### src/rtl/digit_scan_if.sv
// Bus between the digit scanner and its driver: load/data/lz_en in, display drive out.
interface digit_scan_if #(
   parameter int NDIG = 8
);
   localparam int IW = $clog2(NDIG);

   logic              load;
   logic [4*NDIG-1:0] data;
   logic              lz_en;
   logic [3:0]        digit;
   logic [NDIG-1:0]   an;
   logic              blank;
   logic [IW-1:0]     sel;
   logic              pend;

   modport master (
      output load, data, lz_en,
      input  digit, an, blank, sel, pend
   );

   modport slave (
      input  load, data, lz_en,
      output digit, an, blank, sel, pend
   );
endinterface

### src/rtl/digit_scan.sv
// Multiplexed seven-segment scanner: one digit per slot, shadowed loads committed
// only at frame boundaries, anti-ghost blanking and optional leading-zero blanking.
module digit_scan #(
   parameter int NDIG      = 8,
   parameter int SCAN_DIV  = 50000,
   parameter int BLANK_CYC = 16
) (
   input logic         clk,
   input logic         rst,
   digit_scan_if.slave bus
);
   localparam int IW = $clog2(NDIG);
   localparam int CW = $clog2(SCAN_DIV);
   localparam int DW = 4 * NDIG;
   localparam logic [CW-1:0] CNT_LAST = CW'(SCAN_DIV - 1);
   localparam logic [IW-1:0] IDX_LAST = IW'(NDIG - 1);

   logic [CW-1:0]   r_cnt;
   logic [IW-1:0]   r_idx;
   logic [DW-1:0]   r_disp;
   logic [DW-1:0]   r_shadow;
   logic            r_pend;
   logic [3:0]      r_digit;
   logic [NDIG-1:0] r_an;
   logic            r_blank;

   logic            w_slot_end;
   logic            w_frame_end;
   logic [CW-1:0]   w_cnt_nxt;
   logic [IW-1:0]   w_idx_nxt;
   logic [DW-1:0]   w_disp_nxt;
   logic [DW-1:0]   w_shadow_nxt;
   logic            w_pend_nxt;
   logic [NDIG-1:0] w_zero_above;
   logic [3:0]      w_digit_nxt;
   logic            w_supp;
   logic            w_lit;
   logic [NDIG-1:0] w_an_nxt;

   // Next-state sequencing; disp only ever moves on the frame boundary.
   always_comb begin
      w_slot_end   = (r_cnt == CNT_LAST);
      w_frame_end  = w_slot_end && (r_idx == IDX_LAST);
      w_cnt_nxt    = w_slot_end ? '0 : r_cnt + CW'(1);
      w_idx_nxt    = r_idx;
      if (w_slot_end)
         w_idx_nxt = (r_idx == IDX_LAST) ? '0 : r_idx + IW'(1);
      w_disp_nxt   = r_disp;
      if (w_frame_end)
         w_disp_nxt = bus.load ? bus.data : r_shadow;
      w_shadow_nxt = bus.load ? bus.data : r_shadow;
      w_pend_nxt   = !w_frame_end && (bus.load || r_pend);
   end

   // Outputs are derived from next-state values so they line up with cnt/idx.
   always_comb begin
      logic w_run;
      w_run        = 1'b1;
      w_zero_above = '0;
      for (int i = NDIG - 1; i >= 0; i--) begin
         w_run           = w_run && (w_disp_nxt[4*i +: 4] == 4'd0);
         w_zero_above[i] = w_run;
      end

      w_digit_nxt = '0;
      w_supp      = 1'b0;
      for (int i = 0; i < NDIG; i++) begin
         if (w_idx_nxt == IW'(i)) begin
            w_digit_nxt = w_disp_nxt[4*i +: 4];
            w_supp      = bus.lz_en && (i != 0) && w_zero_above[i];
         end
      end

      w_lit    = (w_cnt_nxt >= CW'(BLANK_CYC)) && !w_supp;
      w_an_nxt = '1;
      for (int i = 0; i < NDIG; i++) begin
         if (w_lit && (w_idx_nxt == IW'(i)))
            w_an_nxt[i] = 1'b0;
      end
   end

   always_ff @(posedge clk) begin
      if (rst) begin
         r_cnt    <= '0;
         r_idx    <= '0;
         r_disp   <= '0;
         r_shadow <= '0;
         r_pend   <= 1'b0;
         r_digit  <= '0;
         r_an     <= '1;
         r_blank  <= 1'b1;
      end else begin
         r_cnt    <= w_cnt_nxt;
         r_idx    <= w_idx_nxt;
         r_disp   <= w_disp_nxt;
         r_shadow <= w_shadow_nxt;
         r_pend   <= w_pend_nxt;
         r_digit  <= w_digit_nxt;
         r_an     <= w_an_nxt;
         r_blank  <= !w_lit;
      end
   end

   assign bus.digit = r_digit;
   assign bus.an    = r_an;
   assign bus.blank = r_blank;
   assign bus.sel   = r_idx;
   assign bus.pend  = r_pend;
endmodule

### src/flat_wrapper.sv
// flat-port wrapper written by rule: the top's interface ports become plain ports
module digit_scan_flat 
#(
   parameter int NDIG      = 8,
   parameter int SCAN_DIV  = 50000,
   parameter int BLANK_CYC = 16
)
  (clk, rst, bus_load, bus_data, bus_lz_en, bus_digit, bus_an, bus_blank, bus_sel, bus_pend);
  digit_scan_if #(.NDIG(NDIG)) bus_i ();
  input logic clk;
  input logic rst;
  input wire logic [$bits(bus_i.load)-1:0] bus_load;
  input wire logic [$bits(bus_i.data)-1:0] bus_data;
  input wire logic [$bits(bus_i.lz_en)-1:0] bus_lz_en;
  output wire logic [$bits(bus_i.digit)-1:0] bus_digit;
  output wire logic [$bits(bus_i.an)-1:0] bus_an;
  output wire logic [$bits(bus_i.blank)-1:0] bus_blank;
  output wire logic [$bits(bus_i.sel)-1:0] bus_sel;
  output wire logic [$bits(bus_i.pend)-1:0] bus_pend;
  assign bus_i.load = bus_load;
  assign bus_i.data = bus_data;
  assign bus_i.lz_en = bus_lz_en;
  assign bus_digit = bus_i.digit;
  assign bus_an = bus_i.an;
  assign bus_blank = bus_i.blank;
  assign bus_sel = bus_i.sel;
  assign bus_pend = bus_i.pend;
  digit_scan #(.NDIG(NDIG), .SCAN_DIV(SCAN_DIV), .BLANK_CYC(BLANK_CYC)) u_core (.clk(clk), .rst(rst), .bus(bus_i));
endmodule
### config.mk
export PLATFORM = sky130hd
export DESIGN_NAME = digit_scan_flat
export DESIGN_NICKNAME = d
export VERILOG_FILES = /design/src/rtl/digit_scan_if.sv /design/src/rtl/digit_scan.sv /design/src/flat_wrapper.sv
export SDC_FILE = /design/constraint.sdc
export NUM_CORES = 1
export LEC_CHECK = 0
export BUFFER_PORTS_ARGS = -buffer_cell sky130_fd_sc_hd__buf_2
export CAP_MARGIN = 5
export CORE_MARGIN = 2
export CORE_UTILIZATION = 55
export CTS_BUF_LIST = sky130_fd_sc_hd__clkbuf_2 sky130_fd_sc_hd__clkbuf_4 sky130_fd_sc_hd__clkbuf_8
export CTS_CLUSTER_DIAMETER = 80
export DETAILED_ROUTE_END_ITERATION = 7
export PLACE_DENSITY = 0.88
export SYNTH_ARGS = -nofsm -noshare
export SYNTH_HDL_FRONTEND = slang
export SYNTH_SLANG_ARGS = --single-unit
### constraint.sdc
create_clock -name clk -period 2.5 [get_ports clk]
set_input_delay 0.625 -clock clk [delete_from_list [all_inputs] [get_ports clk]]
set_output_delay 0.625 -clock clk [all_outputs]
set_load 0.01 [all_outputs]
Yosys cells after proc, flatten, opt, wreduce, memory -nomap -nowiden
Index checks and enable logic that the tools add are counted.
{"block": "totals", "regBits": 97, "wordCells": 84, "input_bits": 36, "output_inout_bits": 17}
{"block": "op_classes", "reduce_logical": 36, "n_eq_ne": 9, "mux": 28, "n_lt_le_gt_ge": 1, "addsub": 2}
{"cell": "32-bit 2-to-1 mux", "n": 2}
{"cell": "4-bit 2-to-1 mux", "n": 8}
{"cell": "4-bit zero test", "n": 7}
{"cell": "1-bit logical AND", "n": 24}
{"cell": "16-bit by 1-bit adder with 16-bit output (second input constant)", "n": 1}
{"cell": "16-bit equality test (second input constant)", "n": 1}
{"cell": "16-bit by 5-bit greater-or-equal comparator with 1-bit output (second input constant)", "n": 1}
{"cell": "16-bit 2-to-1 mux", "n": 1}
{"cell": "3-bit equality test (second input constant)", "n": 5}
{"cell": "1-bit 2-to-1 mux", "n": 15}
{"cell": "3-bit by 2-bit equality test with 1-bit output (second input constant)", "n": 2}
{"cell": "3-bit 2-to-1 mux", "n": 2}
{"cell": "3-bit by 1-bit adder with 3-bit output (second input constant)", "n": 1}
{"cell": "3-bit by 1-bit equality test with 1-bit output (second input constant)", "n": 1}
{"cell": "1-bit zero test", "n": 3}
{"cell": "3-bit zero test", "n": 1}
{"cell": "1-bit logical OR", "n": 1}

Logic depth before layout (Yosys ltp)
Gate-level depths: netlist of the first run.
{"block": "depth", "word_depth": 22, "ltp_mapped": 11, "ltp_nobuf": 9}

Worst setup path after synthesis of the first run
OpenSTA, ideal clock, no wires.
{"block": "synth_path", "path_kind": "register -> register", "from": "register u_core.r_cnt[4]", "to": "register u_core.r_digit[1], in the netlist u_core.bus.digit[1]", "stages_incl_launch_ff": 8, "required_time_ns": 2.376, "setup_ns": 0.124, "n_path_buf": 1, "slack_ns": -0.274, "arrival_time_ns": 2.649, "synth_period_minus_slack_ns": 2.774, "cell_sequence": "dfxtp_1 > or4_4 > nor4_4 > mux2i_1 > clkbuf_1 > o21ai_0 > a221oi_1 > a21oi_1"}
{"block": "synth_via", "elab_chain_len": 11, "elab_cells_between_ends": 20, "cone_classes": "eq/ne (8); mux (10); reduce/logical (2)"}
{"element": "start: declaration", "line_no": "digit_scan.sv:18", "text": "logic [CW-1:0] r_cnt;"}
{"element": "start signal: assignment", "line_no": "digit_scan.sv:93", "text": "r_cnt <= w_cnt_nxt;"}
{"element": "16-bit equality test (*)", "line_no": "digit_scan.sv:42", "text": "w_slot_end = (r_cnt == CNT_LAST);"}
{"element": "3-bit 2-to-1 mux or 1-bit logical AND (tied branches)", "line_no": "digit_scan.sv:46, digit_scan.sv:43"}
{"element": "3-bit zero test or 32-bit 2-to-1 mux (tied branches)", "line_no": "digit_scan.sv:68, digit_scan.sv:49"}
{"element": "4-bit 2-to-1 mux (7 in a row)", "line_no": "digit_scan.sv:68", "text": "if (w_idx_nxt == IW'(i)) begin"}
{"element": "4-bit 2-to-1 mux (*)", "line_no": "digit_scan.sv:68"}
{"element": "end signal: assignment", "line_no": "digit_scan.sv:98", "text": "r_digit <= w_digit_nxt;"}
{"element": "end: declaration", "line_no": "digit_scan.sv:23", "text": "logic [3:0] r_digit;"}
Every way passes the cells marked *; elsewhere a longest branch is shown, timed or not.
A chain may end at the register's enable or synchronous reset.

Final worst setup path of the first run
{"block": "layout_path", "from": "register u_core.r_cnt[12]", "to": "register u_core.r_digit[0], in the netlist u_core.bus.digit[0]"}
The elaborated chain is that of the path after synthesis.

==> results of run 1 <==
## metrics by stage
stage	area [sq um]	TNS (ns)	total power, mW	cells	hold slack (ns)
after CTS	5690	-0.0388	2.89	732	0.488
final	6020	-0.195	2.90	743	0.489
after detailed placement	5260	-0.515	1.84	705	0.472
after global placement	5260	0	1.83	705	0.443
after global routing	6020	-0.883	3.00	743	0.498
after floorplan	4620	-0.0362	1.76	531	0.432
## final timing paths
| check | depth (start not counted) | endpoint | startpoint | slack [ns] |
|---|---|---|---|---|
| min reg2reg | 2 | u_core.r_disp[3]$_SDFF_PP0_ | u_core.r_disp[3]$_SDFF_PP0_ | 0.49 |
| max | 9 | u_core.bus.digit[0]$_SDFF_PP0_ | u_core.r_cnt[12]$_SDFF_PP0_ | -0.04 |
| max reg2reg | 9 | u_core.bus.digit[0]$_SDFF_PP0_ | u_core.r_cnt[12]$_SDFF_PP0_ | -0.04 |
| min | 2 | u_core.r_disp[3]$_SDFF_PP0_ | u_core.r_disp[3]$_SDFF_PP0_ | 0.49 |
## repair_timing
item / in CTS / in global routing
buffers inserted: 9 / 11
gates cloned: 2 / 1
pin swaps: 17 / 27
hold endpoints to repair: 0 / 0
endpoints found under the setup margin: 11 / 13
gates resized for setup: 29 / 59
## synthesized netlist by cell type (3+ instances only)
| cell | instances | share of area |
|---|---|---|
| nor2b_1 | 5 | 0.0069 |
| mux2i_1 | 42 | 0.092 |
| inv_1 | 9 | 0.0074 |
| nor2_1 | 121 | 0.10 |
| nand2_1 | 22 | 0.018 |
| nor3_1 | 21 | 0.023 |
| mux2_2 | 12 | 0.030 |
| and2_1 | 7 | 0.0096 |
| xnor2_1 | 6 | 0.012 |
| xor2_1 | 6 | 0.012 |
| o21ai_0 | 20 | 0.022 |
| a21oi_1 | 34 | 0.037 |
| nor4_1 | 14 | 0.019 |
| nand4_1 | 3 | 0.0041 |
| clkbuf_1 | 18 | 0.015 |
| buf_1 | 5 | 0.0041 |
| nand2b_1 | 5 | 0.0069 |
| buf_6 | 4 | 0.0099 |
| or4_1 | 5 | 0.0082 |
| ha_1 | 4 | 0.011 |
| a22oi_1 | 6 | 0.0099 |
| nand3_1 | 17 | 0.019 |
| o31ai_1 | 3 | 0.0049 |
| dfxtp_1 | 97 | 0.43 |
## layer usage
layer	vias up	global-route usage	part of all wire
li1	2072	-	-
met1	2114	0.334	0.39
met2	269	0.483	0.50
met3	67	0.0545	0.075
met4	0	0.129	0.038
met5	-	0	0
## tightest hold or removal path, stage by stage (launching register included)
cell,delay (ns)
dfxtp_1,0.33
nand2_1,0.06
a21oi_1,0.06
## cell families (layout without fill, tap and decap cells)
| family | after synthesis | after routing | synth area share |
|---|---|---|---|
| simple gates | 236 | 237 | 0.251 |
| fa+ha+maj | 4 | 4 | 0.0110 |
| xor+xnor | 12 | 12 | 0.0231 |
| compound gates | 86 | 86 | 0.118 |
| mux | 56 | 56 | 0.130 |
| flops | 97 | 97 | 0.426 |
| buf+inv | 40 | 146 | 0.0412 |
## flip-flops by register name, summed over array words and instances, names as in the netlist
name              cells
u_core.bus.sel        3
u_core.r_shadow      32
u_core.bus.digit      4
u_core.bus.an         8
u_core.r_cnt         16
u_core.bus.blank      1
u_core.r_disp        32
u_core.bus.pend       1
## power groups by stage
stage / Sequential, mW / Clock, mW / Combinational [mW]
detailed placement: 1.63 / 0 / 0.207
finish: 1.60 / 1.08 / 0.224
floorplan: 1.63 / 0 / 0.126
CTS: 1.60 / 1.08 / 0.217
global placement: 1.63 / 0 / 0.199
global route: 1.60 / 1.15 / 0.245
## cell type report
| class | instances | area [sq um] | share of cell area |
|---|---|---|---|
| repair buffers | 121 | 903 | 0.150 |
| clock buffers | 9 | 124 | 0.0206 |
| clock inverters | 7 | 83.8 | 0.0139 |
| multi-input cells | 395 | 2800 | 0.464 |
| flip-flops and latches | 97 | 1950 | 0.324 |
| well taps | 105 | 131 | 0.0218 |
| inverters | 9 | 33.8 | 0.00561 |
==> out/qor.csv, run 1 <==
metric,value,unit
status,"complete, but fails checks",
violations,negative setup slack,
rsz0062_at_grt,yes,
final_util,0.741,
path_clk_slew,0.10,ns
initial_core_util,0.560,
p_per_area,481,mW/mm^2
cp_top_family,simple AND/OR/NAND/NOR gates,
die_w,95.0,um
layout_common_cells,"nor2_1, dfxtp_1, buf_4, buf_2, mux2i_1",
hold_buffers,0,
fin_skew,0.0166,ns
seq_power_share,0.552,
htreeDepth,3,
switching_share,0.256,
rows,33,
cap_viol_max_count,0,
critPathMaxStageDelay,0.59,ns
ys_seq_elements,97,
syn_inst,531,
period_needed,2.54,ns
crit_chain,"or4_4, nor4_4, buf_12, buf_4, mux2i_1, o21ai_0, nor3_1, o22a_1, a211oi_2",
insertion_delay,0.38,ns
fillCellCount,535,
grt_pass1_wl,19400,um
cp_max_fo,16,
place_ws,-0.0712,ns
nets,673,
drc,0,
numCtsBuffers,9,
final_common_cell,nor2_1,
die_y,95.0,um
clock_sinks,97,
crit_type,reg2reg,
grt_max_degree,42,
wire_per_inst,17.7,um
critPathRequiredTime,2.76,ns
synth-main-ff-cell,dfxtp_1,
core,0.00813,sq mm
tightest_slew,0.877,ns
yosysSeqAreaShare,0.426,
ios,53,
syn_area_per_cell,8.58,sq um
cp-start-kind,register,
clockBufferDepth,2,
antenna_cells,0,
die_area,0.00903,sq mm
power.internal,2.16,mW
switching_power,0.741,mW
cp-end-kind,register,
clkPwrFrac,0.371,
cts_root_buf,clkbuf_8,
ys_types,58,
ir_drop,0.000407,V
grt_usage,0.279,
setup_viol,8,
yosys_warnings,0,
synth-edff-count,0,
critPathBufInv,2,
postLayoutSetupSlackWorst,-0.0448,ns
syn-cell-area,0.00456,sq mm
slowest_stage,or4_4,
async_reset_ff_frac,0,
drt_first_pass_iters,6,
cts_tree,yes,
synth_nets,571,
max_freq,0.393,GHz
antenna_found_initial,0,
finalHoldViolCount,0,
grt_pass1_vias,4137,
viasPerCell,6.09,
place_congestion,0.959,
hold_path_class,reg2reg,
finalCritPeriodShare,1.02,
first_iter_violations,376,
drv_slew,0,
grt-ovfl-total,0,
wl,13200,um
p_comb_frac,0.077,
syn2layout_area_growth,32.2,%
crit_arrival,2.81,ns
dr_total_vias,4522,
hpwl,8510,um
port-buffer-count,52,
p_leak,2.36,nW
slew_headroom,0.410,
layout-drive-gt1-share,0.340,
ant_nets,0,
No activity file was read; power rests on OpenSTA's default activity.
==> run 2: changes to the inputs <==
SETUP_SLACK_MARGIN = 0.1   (was unset)
==> out/qor.csv, run 2 (same netlist as run 1, synthesis figures left out) <==
metric,value,unit,change
violations,negative setup slack,,unchanged
finalHoldViolCount,0,,unchanged
crit_arrival,3.03,ns,was 2.81 ns
tightest_slew,0.541,ns,was 0.877 ns
ir_drop,0.000246,V,was 0.000407 V
regArea,0.00195,sq mm,about the same
die_y,95.0,um,unchanged
max_freq,0.365,GHz,was 0.393 GHz
initial_core_util,0.560,,unchanged
finalCritPeriodShare,1.10,,was 1.02
critPathMaxStageDelay,0.58,ns,was 0.59 ns
ant_nets,0,,unchanged
path_clk_slew,0.10,ns,about the same
period_needed,2.74,ns,was 2.54 ns
grt_pass1_wl,20300,um,was 19400 um
antenna_found_initial,0,,unchanged
cts_root_buf,clkbuf_8,,unchanged
htreeDepth,3,,unchanged
grt_pass1_vias,4316,,was 4137
grt-ovfl-total,0,,unchanged
r2r_setup_slack,-0.24,ns,was -0.04 ns
critPathRequiredTime,2.79,ns,was 2.76 ns
hold_buffers,0,,unchanged
critical_path.endpoint,u_core.bus.digit[0]$_SDFF_PP0_,,unchanged
die_area,0.00903,sq mm,unchanged
clockBufferDepth,2,,unchanged
place_congestion,0.909,,was 0.959
setup_viol,14,,was 8
insertion_delay,0.38,ns,about the same
syn2layout_area_growth,32.8,%,was 32.2%
die_w,95.0,um,unchanged
final_common_cell,nor2_1,,unchanged
drt_first_pass_iters,6,,unchanged
cp_max_fo,5,,was 16
ios,53,,unchanged
cts_tree,yes,,unchanged
rsz0062_at_grt,yes,,unchanged
dp.cells,703,,was 705
nets,684,,was 673
slowest_stage,or4_4,,unchanged
hold_depth,2,,unchanged
layout-drive-gt1-share,0.347,,was 0.340
hold_path_class,reg2reg,,unchanged
first_iter_violations,467,,was 376
core,0.00813,sq mm,unchanged
r2r_end,u_core.bus.digit[0]$_SDFF_PP0_,,unchanged
multi_input_area,0.00271,sq mm,was 0.00280 sq mm
clock_sinks,97,,unchanged
cap_viol_max_count,0,,unchanged
postLayoutSetupSlackWorst,-0.243,ns,was -0.0448 ns
fin_skew,0.0112,ns,was 0.0166 ns
grt_usage,0.292,,was 0.279
hpwl,8470,um,was 8510 um
p_per_area,473,mW/mm^2,was 481 mW/mm^2
drv_slew,0,,unchanged
critical_path.startpoint,u_core.r_cnt[12]$_SDFF_PP0_,,unchanged
dr_total_vias,4698,,was 4522
crit_chain,"or4_4, buf_4, nor4_4, buf_6, mux2_2, o22ai_2, nor3_1, o22a_1, a211oi_2",,"was or4_4, nor4_4, buf_12, buf_4, mux2i_1, o21ai_0, nor3_1, o22a_1, a211oi_2"
grt_max_degree,71,,was 42
cp-end-kind,register,,unchanged
stdcell_count,754,,was 743
slew_headroom,0.636,,was 0.410
viasPerCell,6.23,,was 6.09
r2r-start,u_core.r_cnt[12]$_SDFF_PP0_,,unchanged
reg2reg_depth,9,,unchanged
numCtsBuffers,9,,unchanged
drc,0,,unchanged
port-buffer-count,52,,unchanged
rows,33,,unchanged
crit_type,reg2reg,,unchanged
fillCellCount,528,,was 535
final_util,0.744,,was 0.741
status,"complete, but fails checks",,unchanged
antenna_cells,0,,unchanged
wl,14500,um,was 13200 um
p_leak,2.41,nW,was 2.36 nW
wire_per_inst,19.3,um,was 17.7 um
place_ws,-0.0639,ns,was -0.0712 ns
cp-start-kind,register,,unchanged
layout_common_cells,"nor2_1, dfxtp_1, buf_4, buf_2, mux2i_1",,unchanged
largestRegisters,"u_core.r_disp x32, u_core.r_shadow x32, u_core.r_cnt x16",,unchanged
run 2: cell count changes in the layout (fill, tap and decap cells not counted), sizes merged:
cell / before / now
inv: 12 / 9
buf: 120 / 133
clkbuf: 10 / 13
clkinv: 2 / 0
bufinv: 1 / 0
clkinvlp: 1 / 3
or4: 8 / 7
run 2: worst min-delay path by stage:
stage,slack [ns],end,start
finish,0.47,u_core.r_disp[3]$_SDFF_PP0_,u_core.r_disp[3]$_SDFF_PP0_
global route,0.49,u_core.r_disp[3]$_SDFF_PP0_,u_core.r_disp[3]$_SDFF_PP0_
CTS,0.47,u_core.r_disp[3]$_SDFF_PP0_,u_core.r_disp[3]$_SDFF_PP0_
detailed placement,0.46,u_core.r_disp[3]$_SDFF_PP0_,u_core.r_disp[3]$_SDFF_PP0_
global placement,0.44,u_core.r_disp[3]$_SDFF_PP0_,u_core.r_disp[3]$_SDFF_PP0_
floorplan,0.43,u_core.r_disp[3]$_SDFF_PP0_,u_core.r_disp[3]$_SDFF_PP0_
run 2: cell type report:
type	count	share of cell area
clock inverter	3	0.00372
multi-input combinational	394	0.447
inverter	9	0.00558
clock buffer	13	0.0296
timing repair buffer	133	0.170
sequential	97	0.322
tap	105	0.0217
run 2: worst max-delay path, delay by kind of cell (launching register included):
family / cells / cell delay (ns)
buf+inv: 2 / 0.37
compound gates: 3 / 0.60
simple gates: 3 / 0.98
flops: 1 / 0.33
mux: 1 / 0.36
run 2: report_power, final:
| part | switching (mW) | internal (mW) | total (mW) | leakage [nW] |
|---|---|---|---|---|
| Sequential | 0.0198 | 1.58 | 1.60 | 0.792 |
| Clock | 0.561 | 0.471 | 1.03 | 0.0939 |
| Combinational | 0.133 | 0.0964 | 0.229 | 1.52 |
run 2: layer usage:
metal	wire length, um	vias to the layer above	GRT usage
met4	969	0	0.146
met1	5530	2188	0.350
met5	0	-	0
met2	6870	316	0.501
li1	-	2087	-
met3	1180	107	0.0561
run 2: what timing repair did:
action	CTS	global route
pin swaps	20	13
gates cloned	2	0
gates resized for setup	43	24
buffers inserted	17	16
setup endpoints to repair	13	16
run 2: through the flow:
step                power (mW)  hold slack [ns]  cell area, sq um  TNS [ns]
finish                    2.86            0.475              6050     -1.71
global route              2.95            0.494              6050     -2.69
CTS                       2.84            0.471              5840   -0.0583
detailed placement        1.85            0.459              5260    -0.350
global placement          1.83            0.442              5260   -0.0177
floorplan                 1.76            0.432              4640         0
